==> src/rtl/ms_input_arbiter_if.sv <==
// ms_input_arbiter_if: config, per-flow source and tagged output bundle; slave = arbiter side, master = driver side
interface ms_input_arbiter_if #(
  parameter int FLUX  = 4,
  parameter int DW    = 8,
  parameter int SIZEW = 7,
  parameter int TAGW  = $clog2(FLUX)
) ();
  logic [TAGW+SIZEW-1:0] cfg_din;
  logic                  cfg_write;
  logic [FLUX-1:0]       cfg_full;
  logic [FLUX*DW-1:0]    src_din;
  logic [FLUX-1:0]       src_write;
  logic [FLUX-1:0]       src_full;
  logic [TAGW+DW-1:0]    out_din;
  logic                  out_write;
  logic [FLUX-1:0]       out_full;
  logic [FLUX-1:0]       flow_done;
  modport master (
    output cfg_din, cfg_write, src_din, src_write, out_full,
    input  cfg_full, src_full, out_din, out_write, flow_done
  );
  modport slave (
    input  cfg_din, cfg_write, src_din, src_write, out_full,
    output cfg_full, src_full, out_din, out_write, flow_done
  );
endinterface

==> src/rtl/ms_input_arbiter.sv <==
// ms_input_arbiter: round-robin merge of FLUX pixel flows onto tagged {tag,pel}; ports clk, rst (sync active-low), bus (slave: cfg/src in, out/done out)
module ms_input_arbiter #(
  parameter int FLUX  = 4,
  parameter int DW    = 8,
  parameter int SIZEW = 7,
  parameter int CNTW  = 14,
  parameter int TAGW  = $clog2(FLUX)
) (
  input logic clk,
  input logic rst,
  ms_input_arbiter_if.slave bus
);
  logic [FLUX-1:0]                  active_q, active_d;
  logic [FLUX-1:0][1:0]             cnt_q, cnt_d;
  logic [FLUX-1:0][1:0][DW-1:0]     buf_q, buf_d;
  logic [FLUX-1:0][CNTW-1:0]        in_left_q, in_left_d;
  logic [FLUX-1:0][CNTW-1:0]        out_left_q, out_left_d;
  logic [TAGW-1:0]                  last_grant_q, last_grant_d;
  logic                             grant_prev_q, grant_prev_d;
  logic [TAGW+DW-1:0]               out_din_q, out_din_d;
  logic                             out_write_q, out_write_d;
  logic [FLUX-1:0]                  flow_done_q, flow_done_d;
  logic [FLUX-1:0]                  src_full, elig, push, pop;
  logic [TAGW-1:0]                  cfg_tag, g, cand;
  logic [SIZEW-1:0]                 cfg_e;
  logic [CNTW-1:0]                  sq;
  logic                             found;
  assign {cfg_tag, cfg_e} = bus.cfg_din;
  assign sq = CNTW'(cfg_e) * CNTW'(cfg_e);
  assign bus.cfg_full  = active_q;
  assign bus.src_full  = src_full;
  assign bus.out_din   = out_din_q;
  assign bus.out_write = out_write_q;
  assign bus.flow_done = flow_done_q;
  always_comb begin
    src_full = '0;
    elig = '0;
    for (int i = 0; i < FLUX; i++) begin
      src_full[i] = !active_q[i] || cnt_q[i] == 2'd2 || in_left_q[i] == '0;
      elig[i] = cnt_q[i] != 2'd0 && !bus.out_full[i] && (TAGW'(i) != last_grant_q || !grant_prev_q);
    end
    found = 1'b0;
    g = '0;
    cand = '0;
    for (int k = 1; k <= FLUX; k++) begin
      cand = TAGW'((int'(last_grant_q) + k) % FLUX);
      if (!found && elig[cand]) begin
        found = 1'b1;
        g = cand;
      end
    end
  end
  always_comb begin
    active_d = active_q;
    cnt_d = cnt_q;
    buf_d = buf_q;
    in_left_d = in_left_q;
    out_left_d = out_left_q;
    flow_done_d = '0;
    push = '0;
    pop = '0;
    for (int i = 0; i < FLUX; i++) begin
      push[i] = bus.src_write[i] && !src_full[i];
      pop[i] = found && g == TAGW'(i);
      cnt_d[i] = cnt_q[i] + 2'(push[i]) - 2'(pop[i]);
      if (pop[i]) begin
        buf_d[i][0] = buf_q[i][1];
        out_left_d[i] = out_left_q[i] - CNTW'(1);
        if (out_left_q[i] == CNTW'(1)) begin
          flow_done_d[i] = 1'b1;
          active_d[i] = 1'b0;
        end
      end
      // slot after any same-cycle pop: 0 if buffer ends up with one entry, else 1
      if (push[i]) begin
        buf_d[i][1'(cnt_q[i] - 2'(pop[i]))] = bus.src_din[i*DW +: DW];
        in_left_d[i] = in_left_q[i] - CNTW'(1);
      end
      if (bus.cfg_write && cfg_tag == TAGW'(i) && cfg_e != '0 && !active_q[i]) begin
        active_d[i] = 1'b1;
        in_left_d[i] = sq;
        out_left_d[i] = sq;
      end
    end
    out_write_d = found;
    out_din_d = found ? {g, buf_q[g][0]} : '0;
    grant_prev_d = found;
    last_grant_d = found ? g : last_grant_q;
  end
  always_ff @(posedge clk) begin
    if (!rst) begin
      active_q <= '0;
      cnt_q <= '0;
      buf_q <= '0;
      in_left_q <= '0;
      out_left_q <= '0;
      last_grant_q <= TAGW'(FLUX - 1);
      grant_prev_q <= 1'b0;
      out_din_q <= '0;
      out_write_q <= 1'b0;
      flow_done_q <= '0;
    end else begin
      active_q <= active_d;
      cnt_q <= cnt_d;
      buf_q <= buf_d;
      in_left_q <= in_left_d;
      out_left_q <= out_left_d;
      last_grant_q <= last_grant_d;
      grant_prev_q <= grant_prev_d;
      out_din_q <= out_din_d;
      out_write_q <= out_write_d;
      flow_done_q <= flow_done_d;
    end
  end
endmodule

==> src/flat_wrapper.sv <==
// flat-port wrapper written by rule: the top's interface ports become plain ports
module ms_input_arbiter_flat 
#(
  parameter int FLUX  = 4,
  parameter int DW    = 8,
  parameter int SIZEW = 7,
  parameter int CNTW  = 14,
  parameter int TAGW  = $clog2(FLUX)
)
  (clk, rst, bus_cfg_din, bus_cfg_write, bus_src_din, bus_src_write, bus_out_full, bus_cfg_full, bus_src_full, bus_out_din, bus_out_write, bus_flow_done);
  ms_input_arbiter_if #(.FLUX(FLUX), .DW(DW), .SIZEW(SIZEW), .TAGW(TAGW)) bus_i ();
  input logic clk;
  input logic rst;
  input wire logic [$bits(bus_i.cfg_din)-1:0] bus_cfg_din;
  input wire logic [$bits(bus_i.cfg_write)-1:0] bus_cfg_write;
  input wire logic [$bits(bus_i.src_din)-1:0] bus_src_din;
  input wire logic [$bits(bus_i.src_write)-1:0] bus_src_write;
  input wire logic [$bits(bus_i.out_full)-1:0] bus_out_full;
  output wire logic [$bits(bus_i.cfg_full)-1:0] bus_cfg_full;
  output wire logic [$bits(bus_i.src_full)-1:0] bus_src_full;
  output wire logic [$bits(bus_i.out_din)-1:0] bus_out_din;
  output wire logic [$bits(bus_i.out_write)-1:0] bus_out_write;
  output wire logic [$bits(bus_i.flow_done)-1:0] bus_flow_done;
  assign bus_i.cfg_din = bus_cfg_din;
  assign bus_i.cfg_write = bus_cfg_write;
  assign bus_i.src_din = bus_src_din;
  assign bus_i.src_write = bus_src_write;
  assign bus_i.out_full = bus_out_full;
  assign bus_cfg_full = bus_i.cfg_full;
  assign bus_src_full = bus_i.src_full;
  assign bus_out_din = bus_i.out_din;
  assign bus_out_write = bus_i.out_write;
  assign bus_flow_done = bus_i.flow_done;
  ms_input_arbiter #(.FLUX(FLUX), .DW(DW), .SIZEW(SIZEW), .CNTW(CNTW), .TAGW(TAGW)) u_core (.clk(clk), .rst(rst), .bus(bus_i));
endmodule
==> config.mk <==
export PLATFORM = sky130hd
export DESIGN_NAME = ms_input_arbiter_flat
export DESIGN_NICKNAME = d
export VERILOG_FILES = /design/src/rtl/ms_input_arbiter_if.sv /design/src/rtl/ms_input_arbiter.sv /design/src/flat_wrapper.sv
export SDC_FILE = /design/constraint.sdc
export NUM_CORES = 1
export LEC_CHECK = 0
export CAP_MARGIN = 15
export CORE_MARGIN = 2
export CORE_UTILIZATION = 30
export CTS_CLUSTER_SIZE = 8
export DETAILED_ROUTE_END_ITERATION = 6
export HOLD_SLACK_MARGIN = 0.12
export MAX_ROUTING_LAYER = met4
export PLACE_DENSITY_LB_ADDON = 0.25
export REMOVE_ABC_BUFFERS = 1
export SETUP_SLACK_MARGIN = 0.02
export SYNTH_ARGS = -nofsm -noshare
export SYNTH_HDL_FRONTEND = slang
export SYNTH_SLANG_ARGS = --single-unit
==> constraint.sdc <==
create_clock -name clk -period 5.4 [get_ports clk]
set_clock_uncertainty 0.15 [all_clocks]
set_input_delay 0.54 -clock clk [delete_from_list [all_inputs] [get_ports clk]]
set_output_delay 0.54 -clock clk [all_outputs]
set_load 0.02 [all_outputs]
Yosys cells after proc, flatten, opt, wreduce, memory -nomap -nowiden
Cells that the tools add are included.
- register bits after elaboration: 205
- bits in latches: 0
- memory bits (writable): 0
- ROM bits: 0
- bits of input ports: 52
- word-level logic and storage cells: 252
- memories kept: 0
- add/sub/neg operators: 24
- $mul: 1
- divide/modulo/power cells: 0
- order comparisons: 13
- equality and inequality tests: 17
- shifts and indexed selects: 0
- multiplexer cells: 70
- bitwise logic cells: 0
- reduce and logical (&&, ||, !) cells: 96
- operators by type and width (operator ; number):
    two-way mux 14 bit ; 16
    subtractor 14 x 1 -> 14 bit (second input constant) ; 8
    two-way mux 8 bit ; 13
    bitwise mux 16 bit ; 4
    equality test 14 x 1 -> 1 bit (second input constant) ; 4
    zero test 14 bit ; 4
    logical AND 1 bit ; 35
    nonzero test 2 bit ; 17
    binary-select mux 16 bit (select 2 bit) ; 1
    demux 8 bit (select 1 bit) ; 4
    two-way mux 1 bit ; 24
    AND reduction 2 bit ; 9
    equality test 2 bit (second input constant) ; 8
    zero test 1 bit ; 16
    < comparator 2 x 3 -> 1 bit (second input constant) ; 5
    multiplier 7 x 7 -> 14 bit ; 1
    logical OR 1 bit ; 12
    adder 2 x 1 -> 2 bit ; 4
    binary-select mux 1 bit (select 2 bit) ; 4
    < comparator 1 x 2 -> 1 bit (second input constant) ; 4
    two-way mux 2 bit ; 4
    subtractor 2 x 1 -> 2 bit ; 4
    nonzero test 7 bit ; 1
    adder 2 x 1 -> 2 bit (second input constant) ; 2
    7 further kinds ; 17

Longest topological paths before layout
Gate-level depths: netlist of the first run.
- depth in word-level cells: 24
- gate-level depth with buffers: 20
- gate-level depth less buffers: 19

Least setup slack after synthesis of the first run
OpenSTA, ideal clock, no wires.
- path kind: input-to-reg
- from: input port bus_cfg_din[0]
- to: register u_core.out_left_q[55] (netlist name)
- setup time: 0.116 ns
- arrival time: 4.708 ns
- path slack: 0.427 ns
- cell stages on the path: 20
- path buffers: 1
- path through: clkbuf_1 nand2_1 xor2_1 ha_1 inv_1 fa_1 inv_1 fa_1 inv_1 fa_1 inv_1 ha_1 nand3_1 a2111oi_0 o31ai_1 o21bai_1 a21oi_1 xor2_1 nand2b_1 and3_1
- longest elaborated chain between the ends: 4
- ends and longest elaborated chain (item ; line ; text):
    start, declared ; flat_wrapper.sv:14 ; input wire logic [$bits(bus_i.cfg_din)-1:0] bus_cfg_din;
    branches (longest 4 deep; another with multiplier 7 x 7 -> 14 bit) ; - ;
    end signal, assigned ; ms_input_arbiter.sv:107 ; out_left_q <= out_left_d;
    end, declared ; ms_input_arbiter.sv:17 ; logic [FLUX-1:0][CNTW-1:0] out_left_q, out_left_d;
Several ways; the timed one is not identified.
A chain may end at the register's enable or synchronous reset.

Worst setup path after layout of the first run
- from: input port bus_cfg_din[0]
- to: register u_core.out_left_q[53] (netlist name)
Same word-level chain as after synthesis.

==> Flow_metrics.wiki, run 1 <==
{| class="wikitable"
! Metric !! Value
|-
| Synthesized-area fraction occupied by ao, oa, aoi and oai cells || 18.2%
|-
| Worst Hold Margin || 0.317 ns
|-
| Largest net degree at the start of global routing || 63
|-
| Total power density per cell area || 440 mW/mm2
|-
| Initial antenna violation count || 1
|-
| Share of synthesized area occupied by flip-flops and latches || 36.3%
|-
| Capturing element type of the critical path || register
|-
| Max FO, Critical Path || 4
|-
| Overall routing resource usage || 17.6%
|-
| Post-synthesis async set-or-reset flop share || 0%
|-
| Residual antenna-violating net count after detailed routing || 0
|-
| Total die area || 0.0392 mm2
|-
| Largest family of logic cells by synthesized area || simple AND/OR/NAND/NOR gates
|-
| Vias || 10.1k
|-
| Number of enable-type register cells in the synthesized netlist || 0
|-
| Count of clock tree sinks || 205
|-
| DRC marker count from the first detailed-route iteration || 756
|-
| Depth of the worst register-to-register path || 14
|-
| Buffers from clock root to sink, at most || 3
|-
| Leakage power total || 5.08 nW
|-
| Fraction of final layout cells sized beyond drive strength 1 || 8.03%
|-
| Fmax || 201 MHz
|-
| Simple-gate area share of the yosys netlist || 21.7%
|-
| Number of buffers created by CTS || 29
|-
| CTS tree || built
|-
| Status || completed
|-
| Sum of internal, switching and leakage power || 5.95 mW
|-
| Cell variety after synth || 79
|-
| Detailed Route WL || 33700 um
|-
| Yosys reg bits || 205
|-
| # hold bufs at CTS || 0
|-
| Overflow left after global routing || 0
|-
| Final RePlAce weighted congestion || 0.862
|-
| FP Rows || 71
|-
| Adder and majority gate portion of the synthesized area || 7.73%
|-
| Leading cell type in the layout, fill and taps excluded || dfxtp_1
|-
| Final core utilization || 36.2%
|-
| Yosys warning total || 0
|-
| Setup violators final || 0
|-
| DPL Wire Length || 24100 um
|-
| Cell total after placement || 1912
|-
| Number of hold violations in the final report || 0
|-
| Quantity of I/O buffers inserted on ports || 74
|-
| Cell count after synthesis || 1349
|-
| Worst Setup Start Kind || input port
|-
| Required arrival time at the worst endpoint || 5.71 ns
|-
| Dominant synthesized flop cell || dfxtp_1
|-
| Peak supply drop || 0.214 mV
|-
| Worst path setup slack after routing || 0.415 ns
|-
| Final std cells w/o fill || 1944
|-
| Clk Tree Root Cell || clkbuf_16
|-
| Crit share post-route || 92.3%
|-
| Starting Density || 30.2%
|-
| CTS clock-pin slew for the worst setup and hold paths || 0.05 ns
|-
| Post-Place Setup Slack || -0.286 ns
|-
| First-pass detailed-route iteration total || 5
|-
| H-Tree Depth || 1
|-
| Wire length of the first global-routing pass || 53300 um
|-
| Start-to-end type of the worst setup path || input port to register
|-
| Max-cap violations || 0
|-
| Parity-gate share of the synthesized area counting xor and xnor cells || 5.97%
|-
| Layout fillers || 3845
|-
| Headroom to the max-slew limit || 36.9%
|-
| Cell Area, Synth || 0.0113 mm2
|-
| Placeable Area || 0.0374 mm2
|-
| Arrival time of data at the critical path endpoint || 5.30 ns
|-
| Worst skew pair latency || 0.54 ns
|-
| Routed WL per cell || 17.3 um
|-
| Number of placed I/O pins || 75
|-
| Setup repair after global routing missed its margin || false
|-
| Tightest Hold Check Type || register to register
|-
| Area growth, synth to finish || 19.8%
|-
| Final critical path time including I/O delays and setup || 4.99 ns
|-
| Total Nets Final || 1546
|-
| Mux cell area share after synthesis || 5.27%
|-
| Horiz. Die Dim || 198 um
|-
| Mean cell area of the mapped netlist || 8.37 um2
|-
| Total DRC errors in the routed layout || 0
|-
| Vias per inst || 5.18
|-
| Number of global-route vias before repair || 9651
|-
| Commonest cells after routing, fill and taps aside || dfxtp_1 (205), nand2_1 (161), nor2_1 (105)
|-
| Actual transition at the worst max-transition pin || 0.946 ns
|-
| Instance count along the most critical hold path || 2
|-
| Max Slew Vio Count || 0
|-
| Die extent in y || 198 um
|}
## flip-flops by register name (all words and copies together), names as in the netlist
signal	count
u_core.bus.out_din	10
u_core.in_left_q	56
u_core.bus.cfg_full	4
u_core.cnt_q	8
u_core.out_left_q	56
u_core.grant_prev_q	1
u_core.last_grant_q	2
u_core.buf_q	64
u_core.bus.flow_done	4
## logic make-up after synthesis
kind of cell,Yosys count
adder cells (fa/ha/maj),62
AO/OA/AOI/OAI,326
XOR/XNOR,77
AND/OR/NAND/NOR,493
flip-flops,205
buffers and inverters,139
multiplexers,47
## metal layers
metal | global-route usage (%) | share of wire [%] | vias to the layer above
li1 | - | - | 5008
met1 | 23.7 | 48 | 4820
met2 | 28.3 | 46 | 196
met3 | 1.99 | 4.0 | 47
met4 | 4.46 | 2.4 | 0
met5 | - | 0 | -
## per-stage QoR
stage          TNS [ns]  area [um2]
3_5_place_dp      -3.11       12800
2_1_floorplan         0       11000
6_report              0       13500
3_3_place_gp      -2.79       12800
5_1_grt               0       13500
4_1_cts               0       13500
## path summary, 6_finish.rpt
check / startpoint / to / slack [ns]
setup / recovery: bus_cfg_din[0] / u_core.out_left_q[53] / 0.41
hold / removal: u_core.buf_q[45] / u_core.buf_q[37] / 0.32
setup reg to reg: u_core.last_grant_q[0] / u_core.buf_q[12] / 0.83
hold reg to reg: u_core.buf_q[45] / u_core.buf_q[37] / 0.32
## cells in the mapped netlist (12+ instances only)
library cell / instances / area share, %
and4_1: 14 / 1.1
and2_1: 26 / 1.4
nor2_1: 105 / 3.5
or3_1: 17 / 0.94
xnor2_1: 40 / 3.1
a211oi_1: 28 / 1.9
mux2i_1: 37 / 3.3
nor4_1: 25 / 1.4
o21ai_0: 96 / 4.3
dfxtp_1: 205 / 36
a31oi_1: 40 / 2.2
nor3_1: 54 / 2.4
nand3_1: 20 / 0.89
a21oi_1: 84 / 3.7
nand2_1: 161 / 5.4
nand4_1: 12 / 0.66
fa_1: 13 / 2.3
or4_1: 14 / 0.93
ha_1: 49 / 5.4
inv_1: 63 / 2.1
clkbuf_1: 58 / 1.9
xor2_1: 37 / 2.9
## what timing repair did
item                       in CTS  in global routing
buffers inserted                0                  0
resized for setup               0                  1
setup endpoints to repair       0                  1
## worst max-delay path, cell delays in order
cell and delay (ns):
clkdlybuf4s50_1 0.52, nand2_1 0.10, xor2_1 0.16, ha_1 0.27, inv_1 0.05, fa_1 0.53, inv_1 0.05, fa_1 0.53
inv_1 0.05, fa_1 0.52, inv_1 0.04, ha_1 0.28, nand3_1 0.07, a2111oi_0 0.35, buf_4 0.19, o31ai_1 0.09
buf_4 0.14, xnor2_1 0.38, o21ai_0 0.18, nor3_1 0.24
## area by class of cell
type                            count  area (um2)  area share (%)
Multi-Input combinational cell   1005        6670            49.3
Sequential cell                   205        4100            30.3
Timing Repair Buffer              127        1130            8.38
Clock buffer                       29         726            5.36
Tap cell                          511         639            4.73
Inverter                           64         240            1.78
Clock inverter                      2        13.8           0.102
Antenna cell                        1        2.50          0.0185
## where the power goes
part | internal [mW] | leakage (nW) | switching, mW | total [mW]
clock network | 0.933 | 0.366 | 0.637 | 1.57
registers | 1.73 | 1.67 | 0.227 | 1.96
logic | 0.945 | 3.05 | 1.48 | 2.42
Power figures use the tool's default switching activity.
==> run 2, diff against run 1 <==
--- a/config.mk
+++ b/config.mk
@@ -7,7 +7,7 @@
 export LEC_CHECK = 0
 export CAP_MARGIN = 15
 export CORE_MARGIN = 2
-export CORE_UTILIZATION = 30
+export CORE_UTILIZATION = 60
 export CTS_CLUSTER_SIZE = 8
 export DETAILED_ROUTE_END_ITERATION = 6
 export HOLD_SLACK_MARGIN = 0.12
==> run 2 against run 1 <==
- cell count fell by 15%
- combinational power barely moved
- worst setup slack got worse by 0.098 ns
- non-clock buffer count down 6
- critical path depth rose by 1
- critical endpoint is now u_core.out_left_q[41]
- sequential share of layout area rose by 0.95 points
- total power decreased by 0.86%
==> Flow_metrics.wiki, run 2 (synthesized netlist as in run 1, its figures left out) <==
{| class="wikitable"
! Metric !! Value
|-
| H-Tree Depth || 1
|-
| Number of global-route vias before repair || 10.1k
|-
| Clk Tree Root Cell || clkbuf_16
|-
| Number of hold violations in the final report || 0
|-
| Cts repair resizes || 0
|-
| Number of buffers created by CTS || 29
|-
| Final critical path time including I/O delays and setup || 5.08 ns
|-
| Status || completed
|-
| CP cell instances || clkdlybuf4s50_1 -> nand2_1 -> xor2_1 -> ha_1 -> inv_1 -> fa_1 -> inv_1 -> fa_1 -> inv_1 -> fa_1 -> inv_1 -> ha_1 -> nand3_1 -> a2111oi_0 -> buf_4 -> o31ai_1 -> o21bai_1 -> a21oi_1 -> xor2_1 -> o21ai_0 -> nor3_1
|-
| Worst skew pair latency || 0.54 ns
|-
| Die extent in y || 141 um
|-
| Sequential cell area || 0.00410 mm2
|-
| Critical path's largest stage delay || 0.54 ns
|-
| Leakage power total || 5.05 nW
|-
| Setup TNS || 0 ns
|-
| Start-to-end type of the worst setup path || input port to register
|-
| Number of setup buffers added after CTS || 0
|-
| Routed WL per cell || 18.8 um
|-
| Setup repair after global routing missed its margin || false
|-
| Capturing element type of the critical path || register
|-
| Max FO, Critical Path || 4
|-
| Overflow left after global routing || 0
|-
| Headroom to the max-slew limit || 29.1%
|-
| # hold bufs at CTS || 0
|-
| Sum of internal, switching and leakage power || 5.90 mW
|-
| Vias per inst || 6.34
|-
| Total DRC errors in the routed layout || 0
|-
| Area taken by multi-input logic gates || 0.00666 mm2
|-
| Arrival time of data at the critical path endpoint || 5.39 ns
|-
| DRC marker count from the first detailed-route iteration || 1042
|-
| Cell total after placement || 1628
|-
| Max-cap violations || 0
|-
| Residual antenna-violating net count after detailed routing || 0
|-
| Number of placed I/O pins || 75
|-
| Biggest registers after layout || u_core.buf_q: 64 flops, u_core.in_left_q: 56 flops, u_core.out_left_q: 56 flops
|-
| Fmax || 197 MHz
|-
| Leading cell type in the layout, fill and taps excluded || dfxtp_1
|-
| Starting Density || 60.8%
|-
| Actual transition at the worst max-transition pin || 1.06 ns
|-
| First-pass detailed-route iteration total || 5
|-
| Vias || 10.5k
|-
| Post-Place Setup Slack || -0.210 ns
|-
| Cell Area, Placed || 0.0124 mm2
|-
| Total Nets Final || 1540
|-
| Fraction of final layout cells sized beyond drive strength 1 || 7.43%
|-
| Worst-path cell with the longest stage delay || fa_1
|-
| Count of clock tree sinks || 205
|-
| Layout fillers || 1476
|-
| Horiz. Die Dim || 141 um
|-
| Max Slew Vio Count || 0
|-
| Buffers from clock root to sink, at most || 3
|-
| Area growth, synth to finish || 16.2%
|-
| Crit-path leading delay family || adder cells
|-
| Final std cells w/o fill || 1660
|-
| Final RePlAce weighted congestion || 0.934
|-
| Worst path setup slack after routing || 0.316 ns
|-
| Initial antenna violation count || 1
|-
| Wire length of the first global-routing pass || 50500 um
|-
| Overall routing resource usage || 32.2%
|-
| Commonest cells after routing, fill and taps aside || dfxtp_1 (205), nand2_1 (161), nor2_1 (105)
|-
| Total power density per cell area || 450 mW/mm2
|-
| Most repeated library cell on the critical path || inv_1
|-
| Detailed Route WL || 31200 um
|-
| Flip-flop count of the largest register, all copies and words added || 64
|-
| Peak supply drop || 0.304 mV
|-
| Buf+Inv Stages, Crit Path || 6
|-
| DPL Wire Length || 21900 um
|-
| Diodes inserted || 0
|-
| FP Rows || 50
|-
| Tightest Hold Check Type || register to register
|-
| Required arrival time at the worst endpoint || 5.71 ns
|-
| Register bank with the most flops || u_core.buf_q
|-
| CTS tree || built
|-
| Crit share post-route || 94.1%
|-
| CTS clock-pin slew for the worst setup and hold paths || 0.05 ns
|-
| Total die area || 0.0199 mm2
|-
| Worst Setup Start Kind || input port
|-
| Quantity of I/O buffers inserted on ports || 74
|-
| Placeable Area || 0.0186 mm2
|-
| Largest net degree at the start of global routing || 87
|-
| Setup violators final || 0
|-
| Final instance area || 0.0131 mm2
|}
run 2: worst paths after layout:
path,start,endpoint,slack [ns],depth (start not counted)
setup / recovery,bus_cfg_din[0],u_core.out_left_q[41],0.32,21
hold / removal,u_core.buf_q[60],u_core.buf_q[52],0.32,2
setup reg to reg,u_core.last_grant_q[0],u_core.buf_q[58],0.60,14
hold reg to reg,u_core.buf_q[60],u_core.buf_q[52],0.32,2
run 2: metal layers:
metal | vias to the layer above | GRT usage (%) | wire length (um)
met1 | 4970 | 41.6 | 13200
li1 | 5017 | - | -
met4 | 0 | 12.6 | 1070
met5 | - | - | 0
met2 | 458 | 50.1 | 14300
met3 | 80 | 6.08 | 2580
run 2: stage by stage:
stage	util [%]	hold slack, ns
detailed placement	66.6	0.316
floorplan	-	0.294
finish	70.6	0.322
global placement	66.6	0.307
global route	70.6	0.342
CTS	70.5	0.323
run 2: worst min-delay path, cell delays in order (launching register included):
cell and delay, ns:
dfxtp_1 0.30, nand2_1 0.05, a31oi_1 0.07
run 2: area by class of cell:
class | count | share of cell area, %
timing repair buffer | 121 | 8.28
sequential | 205 | 31.3
inverter | 64 | 1.83
clock buffer | 29 | 5.53
clock inverter | 2 | 0.105
multi-input combinational | 1005 | 50.7
tap | 234 | 2.23
run 2: power breakdown:
part           leakage, nW  internal (mW)  switching [mW]
Sequential            1.67           1.73           0.230
Clock                0.366          0.933           0.616
Combinational         3.02          0.911            1.48
